[src/rtl/display_arbiter_if.sv]
// Display arbiter bus: source requests and values in, display value and owner out.
//
// Request/grant semantics: req[i] is a level held by source i for as long as it
// wants the display. grant is one-hot (or zero when idle) and changes on the same
// edge that disp_val switches to the new owner's value. A source sees its grant
// bit drop either on its own release or when the dwell time expires while
// another source is waiting.
interface display_arbiter_if #(
   parameter int NREQ = 4
);
   logic [NREQ-1:0]      req;
   logic [32*NREQ-1:0]   vals;
   logic [31:0]          disp_val;
   logic [NREQ-1:0]      grant;
   logic [2:0]           owner;
   logic                 busy;
   logic                 state_dbg;

   // Sources drive requests and values, the arbiter drives the display side
   modport master (
      output req, vals,
      input  disp_val, grant, owner, busy, state_dbg
   );

   modport slave (
      input  req, vals,
      output disp_val, grant, owner, busy, state_dbg
   );
endinterface

[src/rtl/display_arbiter.sv]
// Round-robin arbiter sharing one 8-digit display among NREQ sources, with a
// minimum dwell time so a contested owner's value stays readable.
module display_arbiter #(
   parameter int          NREQ     = 4,
   parameter logic [31:0] DWELL    = 32'd50000000,
   parameter logic [31:0] IDLE_VAL = 32'h0000_0000
) (
   input logic              clk,
   input logic              resetn,
   display_arbiter_if.slave bus
);

   localparam int IW = (NREQ > 2) ? $clog2(NREQ) : 1;

   localparam logic [0:0] ST_IDLE = 1'b0;
   localparam logic [0:0] ST_HOLD = 1'b1;

   logic [0:0]       state,     state_nxt;
   logic [2:0]       owner,     owner_nxt;
   logic [2:0]       last,      last_nxt;
   logic [31:0]      dwell_cnt, dwell_nxt;
   logic [31:0]      disp_val,  disp_nxt;

   logic [NREQ-1:0]  own_onehot;
   logic [NREQ-1:0]  other_req;
   logic             own_req;
   logic [2:0]       pick_all;
   logic [2:0]       pick_oth;

   // First requester after 'from' in circular order; 'from' itself is checked last
   function automatic logic [2:0] rr_pick(input logic [NREQ-1:0] r, input logic [2:0] from);
      logic [2:0] pick;
      logic       found;
      int         idx;
      pick  = 3'd0;
      found = 1'b0;
      for (int k = 1; k <= NREQ; k++) begin
         idx = (int'(from) + k) % NREQ;
         if (!found && r[idx[IW-1:0]]) begin
            pick  = 3'(idx);
            found = 1'b1;
         end
      end
      return pick;
   endfunction

   // Select one source's 32-bit value from the packed bus
   function automatic logic [31:0] val_of(input logic [32*NREQ-1:0] v, input logic [2:0] idx);
      logic [31:0] res;
      res = 32'd0;
      for (int i = 0; i < NREQ; i++) begin
         if (idx == 3'(i)) res = v[32*i +: 32];
      end
      return res;
   endfunction

   // Decode current owner and find RR winners over all and over contenders only
   always_comb begin
      own_onehot = {{(NREQ-1){1'b0}}, 1'b1} << owner;
      own_req    = |(bus.req & own_onehot);
      other_req  = bus.req & ~own_onehot;
      pick_all   = rr_pick(bus.req, last);
      pick_oth   = rr_pick(other_req, last);
   end

   // Next-state logic: grant, early release, dwell-expiry preemption, hold
   always_comb begin
      state_nxt = state;
      owner_nxt = owner;
      last_nxt  = last;
      dwell_nxt = dwell_cnt;
      disp_nxt  = disp_val;
      case (state)
         ST_IDLE: begin
            disp_nxt = IDLE_VAL;
            if (|bus.req) begin
               state_nxt = ST_HOLD;
               owner_nxt = pick_all;
               last_nxt  = pick_all;
               dwell_nxt = DWELL - 32'd1;
               disp_nxt  = val_of(bus.vals, pick_all);
            end
         end
         default: begin
            if (!own_req) begin
               // Owner let go: hand over immediately or fall back to idle
               if (|other_req) begin
                  owner_nxt = pick_oth;
                  last_nxt  = pick_oth;
                  dwell_nxt = DWELL - 32'd1;
                  disp_nxt  = val_of(bus.vals, pick_oth);
               end else begin
                  state_nxt = ST_IDLE;
                  owner_nxt = 3'd0;
                  dwell_nxt = 32'd0;
                  disp_nxt  = IDLE_VAL;
               end
            end else if (dwell_cnt == 32'd0 && |other_req) begin
               // Dwell served and someone else is waiting: rotate
               owner_nxt = pick_oth;
               last_nxt  = pick_oth;
               dwell_nxt = DWELL - 32'd1;
               disp_nxt  = val_of(bus.vals, pick_oth);
            end else begin
               disp_nxt = val_of(bus.vals, owner);
               if (dwell_cnt != 32'd0) dwell_nxt = dwell_cnt - 32'd1;
            end
         end
      endcase
   end

   // State registers with synchronous active-low reset
   always_ff @(posedge clk) begin
      if (!resetn) begin
         state     <= ST_IDLE;
         owner     <= 3'd0;
         last      <= 3'(NREQ - 1);
         dwell_cnt <= 32'd0;
         disp_val  <= IDLE_VAL;
      end else begin
         state     <= state_nxt;
         owner     <= owner_nxt;
         last      <= last_nxt;
         dwell_cnt <= dwell_nxt;
         disp_val  <= disp_nxt;
      end
   end

   assign bus.disp_val  = disp_val;
   assign bus.grant     = (state == ST_HOLD) ? own_onehot : '0;
   assign bus.owner     = owner;
   assign bus.busy      = (state == ST_HOLD);
   assign bus.state_dbg = state[0];

endmodule

[src/flat_wrapper.sv]
// flat-port wrapper written by rule: the top's interface ports become plain ports
module display_arbiter_flat 
#(
   parameter int          NREQ     = 4,
   parameter logic [31:0] DWELL    = 32'd50000000,
   parameter logic [31:0] IDLE_VAL = 32'h0000_0000
)
  (clk, resetn, bus_req, bus_vals, bus_disp_val, bus_grant, bus_owner, bus_busy, bus_state_dbg);
  display_arbiter_if #(.NREQ(NREQ)) bus_i ();
  input logic clk;
  input logic resetn;
  input wire logic [$bits(bus_i.req)-1:0] bus_req;
  input wire logic [$bits(bus_i.vals)-1:0] bus_vals;
  output wire logic [$bits(bus_i.disp_val)-1:0] bus_disp_val;
  output wire logic [$bits(bus_i.grant)-1:0] bus_grant;
  output wire logic [$bits(bus_i.owner)-1:0] bus_owner;
  output wire logic [$bits(bus_i.busy)-1:0] bus_busy;
  output wire logic [$bits(bus_i.state_dbg)-1:0] bus_state_dbg;
  assign bus_i.req = bus_req;
  assign bus_i.vals = bus_vals;
  assign bus_disp_val = bus_i.disp_val;
  assign bus_grant = bus_i.grant;
  assign bus_owner = bus_i.owner;
  assign bus_busy = bus_i.busy;
  assign bus_state_dbg = bus_i.state_dbg;
  display_arbiter #(.NREQ(NREQ), .DWELL(DWELL), .IDLE_VAL(IDLE_VAL)) u_core (.clk(clk), .resetn(resetn), .bus(bus_i));
endmodule
[config.mk]
export PLATFORM = sky130hd
export DESIGN_NAME = display_arbiter_flat
export DESIGN_NICKNAME = d
export VERILOG_FILES = /design/src/rtl/display_arbiter_if.sv /design/src/rtl/display_arbiter.sv /design/src/flat_wrapper.sv
export SDC_FILE = /design/constraint.sdc
export NUM_CORES = 1
export LEC_CHECK = 0
export ABC_CLOCK_PERIOD_IN_PS = 5500
export BUFFER_PORTS_ARGS = -buffer_cell sky130_fd_sc_hd__clkbuf_2
export CORE_MARGIN = 2
export CORE_UTILIZATION = 58
export DETAILED_ROUTE_END_ITERATION = 7
export HOLD_SLACK_MARGIN = 0.15
export PLACE_DENSITY_LB_ADDON = 0.2
export SYNTH_ARGS = -nofsm -noshare
export SYNTH_HDL_FRONTEND = slang
export SYNTH_SLANG_ARGS = --single-unit
[constraint.sdc]
create_clock -name clk -period 5.5 [get_ports clk]
set_input_delay 0.275 -clock clk [delete_from_list [all_inputs] [get_ports clk]]
set_output_delay 0.275 -clock clk [all_outputs]
set_load 0.05 [all_outputs]
==> impl_metrics.csv, run 1 <==
group,metric,value,unit
status,status,"complete, no violations",
routing,postRouteAntennaNets,0,
synth,synthFlopType,"dfxtp_1",
timing,clock_skew,0.006506,ns
setup_path,critPathLaunch,"u_core.bus.owner[0]$_SDFFE_PN0P_",
synth,ys_ff_latch,69,
global_routing,grt_antenna_before_repair,0,
power,intPower,1.470,mW
timing,slew-limit-headroom,14.67,%
synth,synth_top_area_cell,"dfxtp_1",
floorplan,io_pins,175,
clocking,ctsHoldBuffers,0,
clocking,cts.sinks,69,
setup_path,required,5.77,ns
power,p_seq_share,22.1,%
synth,synthMuxAreaShare,22.73,%
power,power.share.combinational,65.5,%
floorplan,initial_core_util,60.29,%
routing,wl_per_cell,20.54,um
synth,yosysTopAreaCellShare,22.00,%
synth,synth_xor_area_share,2.092,%
layout,nFillCells,836,
synth,synth_area_per_cell,8.395,sq um
placed_design,finalWeightedCongestion,0.8934,
layout,fin_nets,999,
floorplan,coreArea,0.01042,sq mm
global_routing,grt_pass1_vias,6885,
layout,drive_gt1_share,28.54,%
synth,synth_top_family_by_area,"compound AO/OA/AOI/OAI gates",
clocking,post_cts_buffers,0,
synth,synthesis.nets,883,
timing,max_slew.worst_pin.slew,1.280,ns
run,cap_violations,0,
power,powerDensity,434.2,mW/mm^2
global_routing,grt_max_degree,67,
timing,fin_setup_tns,0,ns
layout,syn_to_final_growth,16.06,%
global_routing,grt_usage,35.20,%
synth,syn_inst,748,
floorplan,die_w,108.1,um
setup_path,endpoint_kind,"flip-flop",
placed_design,portBuffers,173,
floorplan,rows,37,
routing,drtIter0Drc,526,
setup_path,critical_path_class,"reg2reg",
timing,rsz0062_at_grt,"no",
clocking,cts_tree,"done",
timing,post-route-period-util,78.58,%
routing,dr_total_vias,6947,
timing,maxSlewViolCount,0,
clocking,clkLatencyLatePin,0.36,ns
placed_design,dp_hpwl,13710,um
synth,synth_adder_area_share,0.1992,%
setup_path,endpoint,"u_core.bus.disp_val[24]$_SDFF_PN0_",
layout,antenna_cells,0,
routing,routed_wl,20640,um
power,p_leak,2.902,nW
setup_path,worstPathArrival,4.59,ns
power,clkPwrFrac,12.5,%
timing,setup_viol_count_final,0,
synth,synth_edf_count,0,
global_routing,grt_first_pass_wirelength,32740,um
synth,synthArstFlopShare,0,%
setup_path,timing.rr.end,"u_core.bus.disp_val[24]$_SDFF_PN0_",
clocking,cts_buffers,9,
setup_path,startpoint_type,"flip-flop",
clocking,clockBufferDepth,2,
synth,ys_warn_count,0,
worst_hold_path,hold_class,"in2reg",
synth,ys_types,62,
synth,ys_top_cells_by_area,"dfxtp_1, mux4_2, mux2i_1",
clocking,path_clk_slew,0.08,ns
clocking,post_cts_resized,0,
synth,synth_simple_gate_area_share,14.78,%
placed_design,placed_cell_area,0.007111,sq mm
routing,first_pass_iters,5,
placed_design,dpl_worst_slack,1.247,ns
clocking,clock-root-buffer,"clkbuf_8",
power,ir_worst_vdd,0.0004020,V
setup_path,r2r_slack,1.18,ns
power,p_sw,1.694,mW
power,p_sw_share,53.54,%
layout,layout_commonest_cell,"clkbuf_2",
floorplan,die_h,108.1,um
synth,synth_compound_area_share,32.76,%
synth,syn_area,0.006280,sq mm
clocking,cts_htree_levels,3,
timing,fin_crit,4.322,ns
timing,max_clock_freq,231.4,MHz
floorplan,die-area,0.01168,sq mm
setup_path,worstRegToRegCells,7,
setup_path,r2r_start,"u_core.bus.owner[0]$_SDFFE_PN0P_",
synth,seq_area_frac_synth,22.00,%
layout,final_area,0.007288,sq mm
global_routing,grt_overflow_total,0,
timing,hold_viol_final,0,
setup_path,worst-path-max-fanout,66,
routing,drc_errors,0,
routing,vias_per_cell,6.912,
timing,layout_setup_ws,1.178,ns
layout,final_cell_mix,"clkbuf_2, nand2_1, a21boi_0, dfxtp_1, a211oi_1",
## synth_stat cells, drive strengths merged (7+ instances only)
library cell,n
nand2,99
a21boi,70
dfxtp,69
a211oi,66
mux2i,65
clkbuf,63
nor2,38
o31ai,35
mux4,34
a32oi,33
a21oi,17
nor3,17
o21ai,16
buf,15
nand3,8
xor2,8
nor4,7
xnor2,7
## through the flow
stage,total power [mW],hold slack (ns),util (%),instances
2_1_floorplan,2.250,0.4392,-,748
3_3_place_gp,2.638,0.4540,68.26,989
3_5_place_dp,2.736,0.4691,68.26,989
4_1_cts,3.126,0.2763,69.97,1005
5_1_grt,3.337,0.2793,69.97,1005
6_report,3.164,0.2831,69.97,1005
## worst max-delay path, stage by stage, from the launching register on
cell	delay [ns]
dfxtp_2	0.79
xor2_1	0.20
o221ai_1	0.32
nand2b_1	0.15
mux4_2	1.02
and2_2	1.18
a211oi_1	0.26
o31ai_1	0.27
## per-layer routing
layer | share of wire (%) | GRT usage [%] | up-vias | wire [um]
met5 | 0 | 0 | - | 0
met4 | 2.8 | 18.13 | 0 | 587
met2 | 49 | 58.72 | 421 | 10130
met3 | 9.0 | 8.017 | 57 | 1867
met1 | 39 | 42.51 | 3317 | 8054
li1 | - | - | 3152 | -
## cell families after synthesis
logic type      after synthesis
compound gates              274
xor+xnor                     15
fa+ha+maj                     1
buf+inv                      84
flops                        69
mux                         100
other cells                   1
simple gates                204
## power groups by stage
stage | sequential [mW] | combinational, mW | clock [mW]
detailed placement | 0.706 | 2.03 | 0
global route | 0.711 | 2.21 | 0.421
global placement | 0.705 | 1.93 | 0
finish | 0.698 | 2.07 | 0.395
CTS | 0.696 | 2.03 | 0.398
floorplan | 0.934 | 1.32 | 0
## layout make-up
type	instances	area [sq um]	share of cell area, %
multi-input combinational	595	4593	63.02
sequential	69	1384	18.99
timing repair buffer	183	940.9	12.91
tap	136	170.2	2.335
clock buffer	11	141.4	1.940
clock inverter	5	36.28	0.4979
inverter	6	22.52	0.3090
## worst min-delay path by stage
| stage | start | end | slack (ns) | depth (start not counted) |
|---|---|---|---|---|
| detailed placement | u_core.dwell_cnt[25]$_SDFFE_PN0P_ | u_core.dwell_cnt[25]$_SDFFE_PN0P_ | 0.47 | 1 |
| global route | bus_vals[54] | u_core.bus.disp_val[22]$_SDFF_PN0_ | 0.28 | 3 |
| finish | bus_vals[50] | u_core.bus.disp_val[18]$_SDFF_PN0_ | 0.28 | 3 |
| global placement | u_core.dwell_cnt[17]$_SDFFE_PN0P_ | u_core.dwell_cnt[17]$_SDFFE_PN0P_ | 0.45 | 2 |
| floorplan | u_core.dwell_cnt[25]$_SDFFE_PN0P_ | u_core.dwell_cnt[25]$_SDFFE_PN0P_ | 0.44 | 1 |
| CTS | bus_vals[55] | u_core.bus.disp_val[23]$_SDFF_PN0_ | 0.28 | 3 |
## sequential cells by signal, indices dropped and copies added, names as in the netlist
signal / cells
u_core.bus.disp_val: 32
u_core.dwell_cnt: 32
u_core.bus.owner: 2
u_core.last: 2
u_core.bus.busy: 1
Power figures use the tool's default switching activity.
==> run 2, diff against run 1 <==
--- a/config.mk
+++ b/config.mk
@@ -5,10 +5,10 @@
 export SDC_FILE = /design/constraint.sdc
 export NUM_CORES = 1
 export LEC_CHECK = 0
-export ABC_CLOCK_PERIOD_IN_PS = 5500
+export ABC_CLOCK_PERIOD_IN_PS = 4200
 export BUFFER_PORTS_ARGS = -buffer_cell sky130_fd_sc_hd__clkbuf_2
 export CORE_MARGIN = 2
-export CORE_UTILIZATION = 58
+export CORE_UTILIZATION = 54
 export DETAILED_ROUTE_END_ITERATION = 7
 export HOLD_SLACK_MARGIN = 0.15
 export PLACE_DENSITY_LB_ADDON = 0.2
==> constraint.sdc (replaced) <==
create_clock -name clk -period 4.2 [get_ports clk]
set_input_delay 0.21 -clock clk [delete_from_list [all_inputs] [get_ports clk]]
set_output_delay 0.21 -clock clk [all_outputs]
set_load 0.05 [all_outputs]
==> run 2 against run 1 <==
- non-clock buffer count up 9
- routed wire length down 0.59%
- clock skew rose by 0.0013 ns
- hold slack lost 0.049 ns
- largest power group unchanged
==> impl_metrics.csv, run 2 (same netlist as run 1, synthesis figures left out) <==
group,metric,value,unit
status,status,"complete, no violations",
clocking,clockBufferDepth,2,
placed_design,finalWeightedCongestion,0.8966,
routing,vias_per_cell,6.794,
setup_path,slowest_stage,"or4_1",
worst_hold_path,holdPathStages,3,
routing,wl_per_cell,20.10,um
setup_path,worst-path-max-fanout,13,
timing,max_clock_freq,273.6,MHz
timing,hold_viol_final,0,
floorplan,coreArea,0.01137,sq mm
placed_design,dp_hpwl,13560,um
setup_path,worstPathArrival,3.87,ns
setup_path,cp.depth,10,
routing,drtIter0Drc,723,
setup_path,crit_chain,"inv_1 -> ha_1 -> or4b_1 -> or4_1 -> or4_4 -> o41ai_4 -> buf_4 -> o21ai_1 -> nand2_1 -> nor2_1",
layout,fin_nets,1008,
routing,postRouteAntennaNets,0,
setup_path,required,4.42,ns
clocking,clock-root-buffer,"clkbuf_16",
layout,final_cell_mix,"clkbuf_2, nand2_1, a21boi_0, dfxtp_1, a211oi_1",
routing,first_pass_iters,7,
timing,maxSlewViolCount,0,
routing,routed_wl,20520,um
clocking,post_cts_resized,0,
timing,max_slew.worst_pin.slew,1.258,ns
clocking,clkLatencyLatePin,0.35,ns
power,finalPower,4.473,mW
layout,drive_gt1_share,29.38,%
layout,nFillCells,948,
layout,syn_to_final_growth,19.61,%
global_routing,grt_pass1_vias,6866,
setup_path,r2r_slack,0.55,ns
placed_design,placed_cell_area,0.007199,sq mm
layout,reg_top3,"u_core.bus.disp_val (32), u_core.dwell_cnt (32)",
global_routing,grt_overflow_total,0,
layout,layout_commonest_cell,"clkbuf_2",
floorplan,die-area,0.01251,sq mm
setup_path,cp_top_family,"simple AND/OR/NAND/NOR gates",
clocking,post_cts_buffers,0,
clocking,cts_tree,"done",
clocking,cts.sinks,69,
timing,rsz0062_at_grt,"no",
timing,clock_skew,0.007812,ns
layout,final_area,0.007511,sq mm
setup_path,worstRegToRegCells,10,
timing,fin_setup_tns,0,ns
floorplan,die_h,111.8,um
clocking,path_clk_slew,0.06,ns
clocking,cts_htree_levels,3,
global_routing,grt_max_degree,66,
routing,dr_total_vias,6937,
floorplan,io_pins,175,
global_routing,grt_antenna_before_repair,0,
setup_path,startpoint_type,"flip-flop",
setup_path,slowest_delay,0.59,ns
power,p_leak,3.016,nW
placed_design,portBuffers,173,
floorplan,die_w,111.8,um
timing,post-route-period-util,87.01,%
power,powerDensity,595.5,mW/mm^2
timing,fin_crit,3.654,ns
run,cap_violations,0,
timing,slew-limit-headroom,16.11,%
routing,drc_errors,0,
global_routing,grt_first_pass_wirelength,32860,um
setup_path,critical_path_class,"reg2reg",
timing,setup_viol_count_final,0,
floorplan,initial_core_util,55.23,%
worst_hold_path,hold_class,"in2reg",
clocking,ctsHoldBuffers,0,
layout,antenna_cells,0,
floorplan,rows,39,
clocking,cts_buffers,9,
setup_path,endpoint_kind,"flip-flop",
global_routing,grt_usage,31.86,%
power,ir_worst_vdd,0.0006668,V
setup_path,cp.buffers_inverters,2,
[run 2: cell count changes in the layout (fill, tap and decap cells not counted), sizes merged]
cell | previous run | this run
buf | 10 | 19
bufinv | 0 | 1
clkinvlp | 3 | 2
[run 2: worst paths after layout]
| kind | start | end |
|---|---|---|
| min | bus_vals[61] | u_core.bus.disp_val[29]$_SDFF_PN0_ |
| max reg2reg | u_core.dwell_cnt[0]$_SDFFE_PN0P_ | u_core.dwell_cnt[7]$_SDFFE_PN0P_ |
| max | u_core.dwell_cnt[0]$_SDFFE_PN0P_ | u_core.dwell_cnt[7]$_SDFFE_PN0P_ |
| min reg2reg | u_core.dwell_cnt[15]$_SDFFE_PN0P_ | u_core.dwell_cnt[15]$_SDFFE_PN0P_ |
[run 2: final cells by class]
type,count,area [sq um],area share (%)
inverter,6,22.52,0.2999
sequential,69,1384,18.42
multi-input combinational,595,4593,61.15
clock inverter,5,58.81,0.7829
tap,143,178.9,2.382
clock buffer,11,252.7,3.365
timing repair buffer,192,1021,13.59
[run 2: metal layers]
layer / global-route usage, % / vias up / share of wire, %
met5: 0 / - / 0
met4: 16.95 / 0 / 2.8
li1: - / 3165 / -
met3: 5.879 / 54 / 8.4
met2: 52.89 / 400 / 50
met1: 39.35 / 3318 / 39
[run 2: through the flow]
stage	util [%]	setup slack (ns)	hold WS [ns]	cells
after CTS	66.06	0.5746	0.2290	1021
after global placement	63.32	0.7167	0.4724	1005
final	66.06	0.5455	0.2342	1021
after global routing	66.06	0.3589	0.2503	1021
after detailed placement	63.32	0.5934	0.4762	1005
after floorplan	-	1.057	0.4392	748
[run 2: report_power, final]
group | switching [mW] | internal (mW) | leakage (nW)
registers | 0.111 | 0.794 | 0.573
clock network | 0.326 | 0.492 | 0.148
logic | 1.82 | 0.932 | 2.30
[run 2: worst register-to-register path, stage by stage (launching register included)]
cell and delay [ns]:
dfxtp_1 0.33, inv_1 0.07, ha_1 0.21, or4b_1 0.58, or4_1 0.59, or4_4 0.57, o41ai_4 0.33, buf_4 0.20
o21ai_1 0.11, nand2_1 0.42, nor2_1 0.11
